$ cat src/rtl/matrix_mult_core.sv
// matrix_mult_core: square NxN unsigned matrix multiplier, C = A x B, with on-chip A/B/C memories
//   clk, reset (async, active-high)
//   load_mem            host owns A/B writes and C clears while high (honoured in IDLE/DONE only)
//   start               starts a computation when load_mem=0 in IDLE or DONE
//   wenA/wdA/addrA      host write port of A (row-major)
//   wenB/wdB/addrB      host write port of B (row-major)
//   wenC/addrC          host clear of C[addrC]; addrC also drives the read port
//   rdC                 registered read data C[addrC], 1-cycle latency
//   done                level, set when C is complete, cleared by the next accepted start
module matrix_mult_core #(
    parameter int N  = 4,
    parameter int DW = 8,
    parameter int CW = 2*DW + $clog2(N),
    parameter int AW = $clog2(N*N)
) (
    input  logic          clk,
    input  logic          reset,
    input  logic          load_mem,
    input  logic          start,
    input  logic          wenA,
    input  logic          wenB,
    input  logic          wenC,
    input  logic [DW-1:0] wdA,
    input  logic [DW-1:0] wdB,
    input  logic [AW-1:0] addrA,
    input  logic [AW-1:0] addrB,
    input  logic [AW-1:0] addrC,
    output logic [CW-1:0] rdC,
    output logic          done
);
    localparam int KW = $clog2(N);

    typedef enum logic [1:0] {IDLE, MAC, WRITE, DONE} state_t;

    state_t        state, state_n;
    logic [DW-1:0] a_mem [N*N];
    logic [DW-1:0] b_mem [N*N];
    logic [CW-1:0] c_mem [N*N];
    logic [KW-1:0] i, j, k;
    logic [CW-1:0] acc;

    logic          idle_like, go, host, last_k, last_j, last_i;
    logic [AW-1:0] a_addr, b_addr, c_addr;
    logic [CW-1:0] prod;

    assign idle_like = (state == IDLE) || (state == DONE);
    // load_mem has priority over start, and host access is locked out while computing
    assign go     = idle_like && start && !load_mem;
    assign host   = idle_like && load_mem;
    assign last_k = k == KW'(N-1);
    assign last_j = j == KW'(N-1);
    assign last_i = i == KW'(N-1);
    assign a_addr = AW'(i*N + k);
    assign b_addr = AW'(k*N + j);
    assign c_addr = AW'(i*N + j);
    assign prod   = CW'(a_mem[a_addr]) * CW'(b_mem[b_addr]);

    always_comb begin
        state_n = state;
        case (state)
            IDLE, DONE: state_n = go ? MAC : state;
            MAC:        state_n = last_k ? WRITE : MAC;
            WRITE:      state_n = (last_i && last_j) ? DONE : MAC;
            default:    state_n = IDLE;
        endcase
    end

    always_ff @(posedge clk or posedge reset) begin
        if (reset) begin
            state <= IDLE;
            done  <= 1'b0;
            rdC   <= '0;
            i     <= '0;
            j     <= '0;
            k     <= '0;
            acc   <= '0;
        end else begin
            state <= state_n;
            rdC   <= c_mem[addrC];
            if (go) begin
                done <= 1'b0;
                i    <= '0;
                j    <= '0;
                k    <= '0;
                acc  <= '0;
            end
            if (state == MAC) begin
                acc <= acc + prod;
                k   <= last_k ? '0 : k + 1'b1;
            end
            if (state == WRITE) begin
                acc <= '0;
                k   <= '0;
                j   <= last_j ? '0 : j + 1'b1;
                if (last_j)
                    i <= last_i ? '0 : i + 1'b1;
                if (last_i && last_j)
                    done <= 1'b1;
            end
        end
    end

    // memory arrays carry no reset
    always_ff @(posedge clk) begin
        if (host && wenA)
            a_mem[addrA] <= wdA;
        if (host && wenB)
            b_mem[addrB] <= wdB;
        if (state == WRITE)
            c_mem[c_addr] <= acc;
        else if (host && wenC)
            c_mem[addrC] <= '0;
    end
endmodule

$ cat config.mk
export PLATFORM = sky130hd
export DESIGN_NAME = matrix_mult_core
export DESIGN_NICKNAME = d
export VERILOG_FILES = /design/src/rtl/matrix_mult_core.sv
export SDC_FILE = /design/constraint.sdc
export NUM_CORES = 1
export LEC_CHECK = 0
export ABC_AREA = 1
export CORE_UTILIZATION = 50
export DETAILED_ROUTE_END_ITERATION = 12
export PLACE_DENSITY = 0.74
export SYNTH_ARGS = -nofsm -noshare
export SYNTH_HDL_FRONTEND = slang
export SYNTH_SLANG_ARGS = --single-unit
$ cat constraint.sdc
create_clock -name clk -period 7.4 [get_ports clk]
set_input_delay 1.11 -clock clk [delete_from_list [all_inputs] [get_ports clk]]
set_output_delay 1.11 -clock clk [all_outputs]
set_load 0.05 [all_outputs]
==> report_table.html <==
<table>
<tr><th>Metric</th><th>Value</th></tr>
<tr><th colspan="2">Worst setup path</th></tr>
<tr><td>Type of element capturing the critical path</td><td>register</td></tr>
<tr><td>Worst Path Required</td><td>7900 ps</td></tr>
<tr><td>Worst path buffer plus inverter count</td><td>7</td></tr>
<tr><td>CP most frequent cell</td><td>sky130_fd_sc_hd__nand2_1</td></tr>
<tr><td>Worst path top cell family by delay</td><td>adder cells</td></tr>
<tr><td>Max stage delay on crit path</td><td>just over 700 ps</td></tr>
<tr><td>Max FO, Critical Path</td><td>approximately 50</td></tr>
<tr><td>Critical Setup Path Class</td><td>register to register</td></tr>
<tr><td>Endpoint arrival time on the critical path</td><td>slightly above 6000 ps</td></tr>
<tr><td>CP Launch Type</td><td>register</td></tr>
<tr><td>Slowest-stage cell, CP</td><td>sky130_fd_sc_hd__inv_2</td></tr>
<tr><th colspan="2">Floorplan</th></tr>
<tr><td>Total number of placement rows</td><td>between 80 and 90</td></tr>
<tr><td>Placeable Area</td><td>~52000 sq um</td></tr>
<tr><td>Die area</td><td>between 50000 and 60000 sq um</td></tr>
<tr><td>Initial standard-cell utilization of the core</td><td>around 51%</td></tr>
<tr><td>Ports placed on the boundary</td><td>54</td></tr>
<tr><td>Die height</td><td>approximately 230 microns</td></tr>
<tr><td>Die span in x</td><td>~230 microns</td></tr>
<tr><th colspan="2">Timing</th></tr>
<tr><td>Worst Tran Pin Value</td><td>roughly 1100 ps</td></tr>
<tr><td>Layout Skew</td><td>roughly 43 ps</td></tr>
<tr><td>Number of failing setup endpoints in the final timing report</td><td>0</td></tr>
<tr><td>Max Clk Rate</td><td>around 180 MHz</td></tr>
<tr><td>Max_slew headroom</td><td>between 20% and 30%</td></tr>
<tr><td>Final worst path period share</td><td>between 70% and 80%</td></tr>
<tr><td>Unrepaired setup endpoints after global routing</td><td>false</td></tr>
<tr><td>Final critical delay including setup and external delays</td><td>5644 ps</td></tr>
<tr><td>Final setup TNS</td><td>0 ps</td></tr>
<tr><td>Number of failing hold endpoints at the final stage</td><td>0</td></tr>
<tr><td>Final count of pins violating max slew</td><td>0</td></tr>
<tr><th colspan="2">Layout</th></tr>
<tr><td>Most common cell after layout, fill and taps aside</td><td>sky130_fd_sc_hd__edfxtp_1</td></tr>
<tr><td>Fraction of layout cells with a size suffix above 1</td><td>a little over 7%</td></tr>
<tr><td>Layout overhead on the synthesized area</td><td>10.90%</td></tr>
<tr><td>Most frequent cells in the layout</td><td>sky130_fd_sc_hd__edfxtp_1 (544), sky130_fd_sc_hd__nor2_1 (445), sky130_fd_sc_hd__o21ai_0 (254), sky130_fd_sc_hd__inv_1 (233), sky130_fd_sc_hd__nand2_1 (217)</td></tr>
<tr><td>ANT cells</td><td>0</td></tr>
<tr><td>Fin nets</td><td>about 2500</td></tr>
<tr><th colspan="2">Logic synthesis</th></tr>
<tr><td>Post-synthesis net count</td><td>around 2400</td></tr>
<tr><td>Syn Area/Cell</td><td>around 11 sq um</td></tr>
<tr><td>Ys async rst share</td><td>between 7 and 8%</td></tr>
<tr><td>Post-Syn Area</td><td>around 26000 sq um</td></tr>
<tr><td>Seq cells post-synth</td><td>roughly 590</td></tr>
<tr><td>Unique cell type count in the Yosys netlist</td><td>38</td></tr>
<tr><td>Dominant synthesized flop cell</td><td>sky130_fd_sc_hd__edfxtp_1</td></tr>
<tr><td>Part of the Yosys area used for sequential elements</td><td>about two thirds</td></tr>
<tr><td>Count of flip-flops with a built-in enable after synthesis</td><td>544</td></tr>
<tr><td>Number of warnings reported in the yosys synthesis log</td><td>0</td></tr>
<tr><td>Instance count of the mapped netlist</td><td>between 2000 and 2500</td></tr>
<tr><th colspan="2">Clock network</th></tr>
<tr><td>H-tree levels</td><td>2</td></tr>
<tr><td>Count of clock tree sinks</td><td>between 500 and 600</td></tr>
<tr><td>Clock root buffer</td><td>sky130_fd_sc_hd__clkbuf_16</td></tr>
<tr><td>Post-CTS Hold Buffers</td><td>0</td></tr>
<tr><td>Buffer depth of the longest clock path</td><td>3</td></tr>
<tr><td>Clock tree from TritonCTS</td><td>yes</td></tr>
<tr><td>Post-CTS sizing</td><td>0</td></tr>
<tr><td>CTS Buf Count</td><td>between 50 and 60</td></tr>
<tr><td>Clock-pin transition on the worst setup and hold timing paths</td><td>60 ps</td></tr>
<tr><td>Worst-Skew Late Latency</td><td>~650 ps</td></tr>
<tr><td>Post-CTS setup buffer count</td><td>0</td></tr>
<tr><th colspan="2">Min path</th></tr>
<tr><td>Hold WC Path Type</td><td>register to register</td></tr>
<tr><th colspan="2">Global route</th></tr>
<tr><td>Global-route track usage on met1</td><td>31.55%</td></tr>
<tr><td>Fraction of met3 tracks used by global routing</td><td>3.057%</td></tr>
<tr><td>Total overflow reported by the global router</td><td>0</td></tr>
<tr><td>Global-route wire length before repair</td><td>between 90 and 100 mm</td></tr>
<tr><td>Antenna violations before repair</td><td>0</td></tr>
<tr><td>All-layer global routing usage</td><td>between 20% and 30%</td></tr>
<tr><td>Maximum number of pins on one net before global-route repair</td><td>88</td></tr>
<tr><td>Vias in the first global route</td><td>~17000</td></tr>
<tr><td>Most utilized layer in the global route result</td><td>met2</td></tr>
<tr><td>Grt met2 use</td><td>between 30% and 40%</td></tr>
<tr><th colspan="2">Placed design</th></tr>
<tr><td>Routability congestion estimate from global placement</td><td>between 0.9 and 1</td></tr>
<tr><td>Final HPWL from detailed placement</td><td>between 30 and 40 mm</td></tr>
<tr><td># port buffers</td><td>between 50 and 60</td></tr>
<tr><th colspan="2">Detailed routing</th></tr>
<tr><td>First DRT Iteration DRCs</td><td>roughly 1700</td></tr>
<tr><td>Vias per inst</td><td>around 5.7</td></tr>
<tr><td>Antenna Nets Post-Route</td><td>0</td></tr>
<tr><td>Routed length per placed instance</td><td>between 20 and 25 microns</td></tr>
<tr><td>Detailed-router iteration count before antenna repair</td><td>6</td></tr>
<tr><td>Sum of routed wire length over all layers</td><td>61.46 mm</td></tr>
<tr><td>DR DRC count</td><td>0</td></tr>
<tr><td>Total via count in the routed design</td><td>17390</td></tr>
<tr><th colspan="2">Status</th></tr>
<tr><td>Run status</td><td>completed</td></tr>
<tr><th colspan="2">Job</th></tr>
<tr><td>Max-cap viol count</td><td>0</td></tr>
</table>
[registers in the layout, indices dropped and copies added, names as in the netlist]
signal	flops
k	2
j	2
acc	18
i	2
rdC	18
done	1
a_mem	128
b_mem	128
c_mem	288
state	2
[tightest hold or removal path: stages, from the launching register on]
cell,delay (ps)
sky130_fd_sc_hd__dfrtp_1,350
sky130_fd_sc_hd__nand2_1,50
sky130_fd_sc_hd__nand2_1,50
[synth_stat cells, types with 16 or more instances]
library cell               count  area [sq um]
sky130_fd_sc_hd__o221ai_1     47         411.6
sky130_fd_sc_hd__inv_1       234         878.3
sky130_fd_sc_hd__buf_4        16         120.1
sky130_fd_sc_hd__nand3_1     144         720.7
sky130_fd_sc_hd__dfrtp_1      45          1126
sky130_fd_sc_hd__o21ai_1      32         160.2
sky130_fd_sc_hd__nand2_1     217         814.5
sky130_fd_sc_hd__clkbuf_1     37         138.9
sky130_fd_sc_hd__o211ai_1     41         307.8
sky130_fd_sc_hd__ha_1         45         563.0
sky130_fd_sc_hd__o21ai_0     254          1271
sky130_fd_sc_hd__buf_2        41         205.2
sky130_fd_sc_hd__a21oi_1      19         95.09
sky130_fd_sc_hd__nor2_1      461          1730
sky130_fd_sc_hd__edfxtp_1    544         16340
sky130_fd_sc_hd__fa_1         50          1001
[cell families after synthesis]
kind of cell,count (synthesis),synth area share (%)
AOI/OAI and AO/OA,404,8.835
and+or+nand+nor,855,13.32
buffers and inverters,353,5.702
adders and majority gates,95,5.925
xor gates and xnor gates,2,0.06637
DFF,589,66.15
[routing by layer]
| metal | routed length [microns] | up-vias |
|---|---|---|
| met4 | 2344 | 0 |
| met3 | 4461 | 145 |
| met2 | 29460 | 776 |
| met5 | 0 | - |
| met1 | 25190 | 8489 |
| li1 | - | 7976 |
[final cells by class]
| class | count | area, sq um |
|---|---|---|
| clock buffer | 70 | 1506 |
| fill | 4114 | 22440 |
| multi-input combinational | 1356 | 7491 |
| sequential | 589 | 17460 |
| tap | 680 | 850.8 |
| clock inverter | 37 | 320.3 |
| timing repair buffer | 80 | 720.7 |
| inverter | 243 | 922.1 |
[metrics by stage]
step / util (%) / instance area (sq um) / worst slack, ps / hold WS (ps) / instances
floorplan: - / 26400 / 2917 / 449.1 / 2298
global placement: 53.08 / 27450 / 1967 / 467.4 / 2948
detailed placement: 53.08 / 27450 / 1829 / 475.2 / 2948
CTS: 56.61 / 29280 / 1809 / 489.3 / 3055
global route: 56.61 / 29280 / 1428 / 522.6 / 3055
finish: 56.61 / 29280 / 1756 / 488.6 / 3055
[worst paths after layout]
path / start / end / slack [ps] / cells past startpoint
min reg2reg: acc[13] / acc[13] / 490 / 2
min: acc[13] / acc[13] / 490 / 2
max reg2reg: k[1] / acc[17] / 1760 / 27
min in group asynchronous: reset / rdC[8] / 1000 / 3
max: k[1] / acc[17] / 1760 / 27
max in group asynchronous: reset / j[0] / 5860 / 3
Power is not shown: default switching activity piles up to over one toggle a cycle in this logic, so the estimate is an artifact.
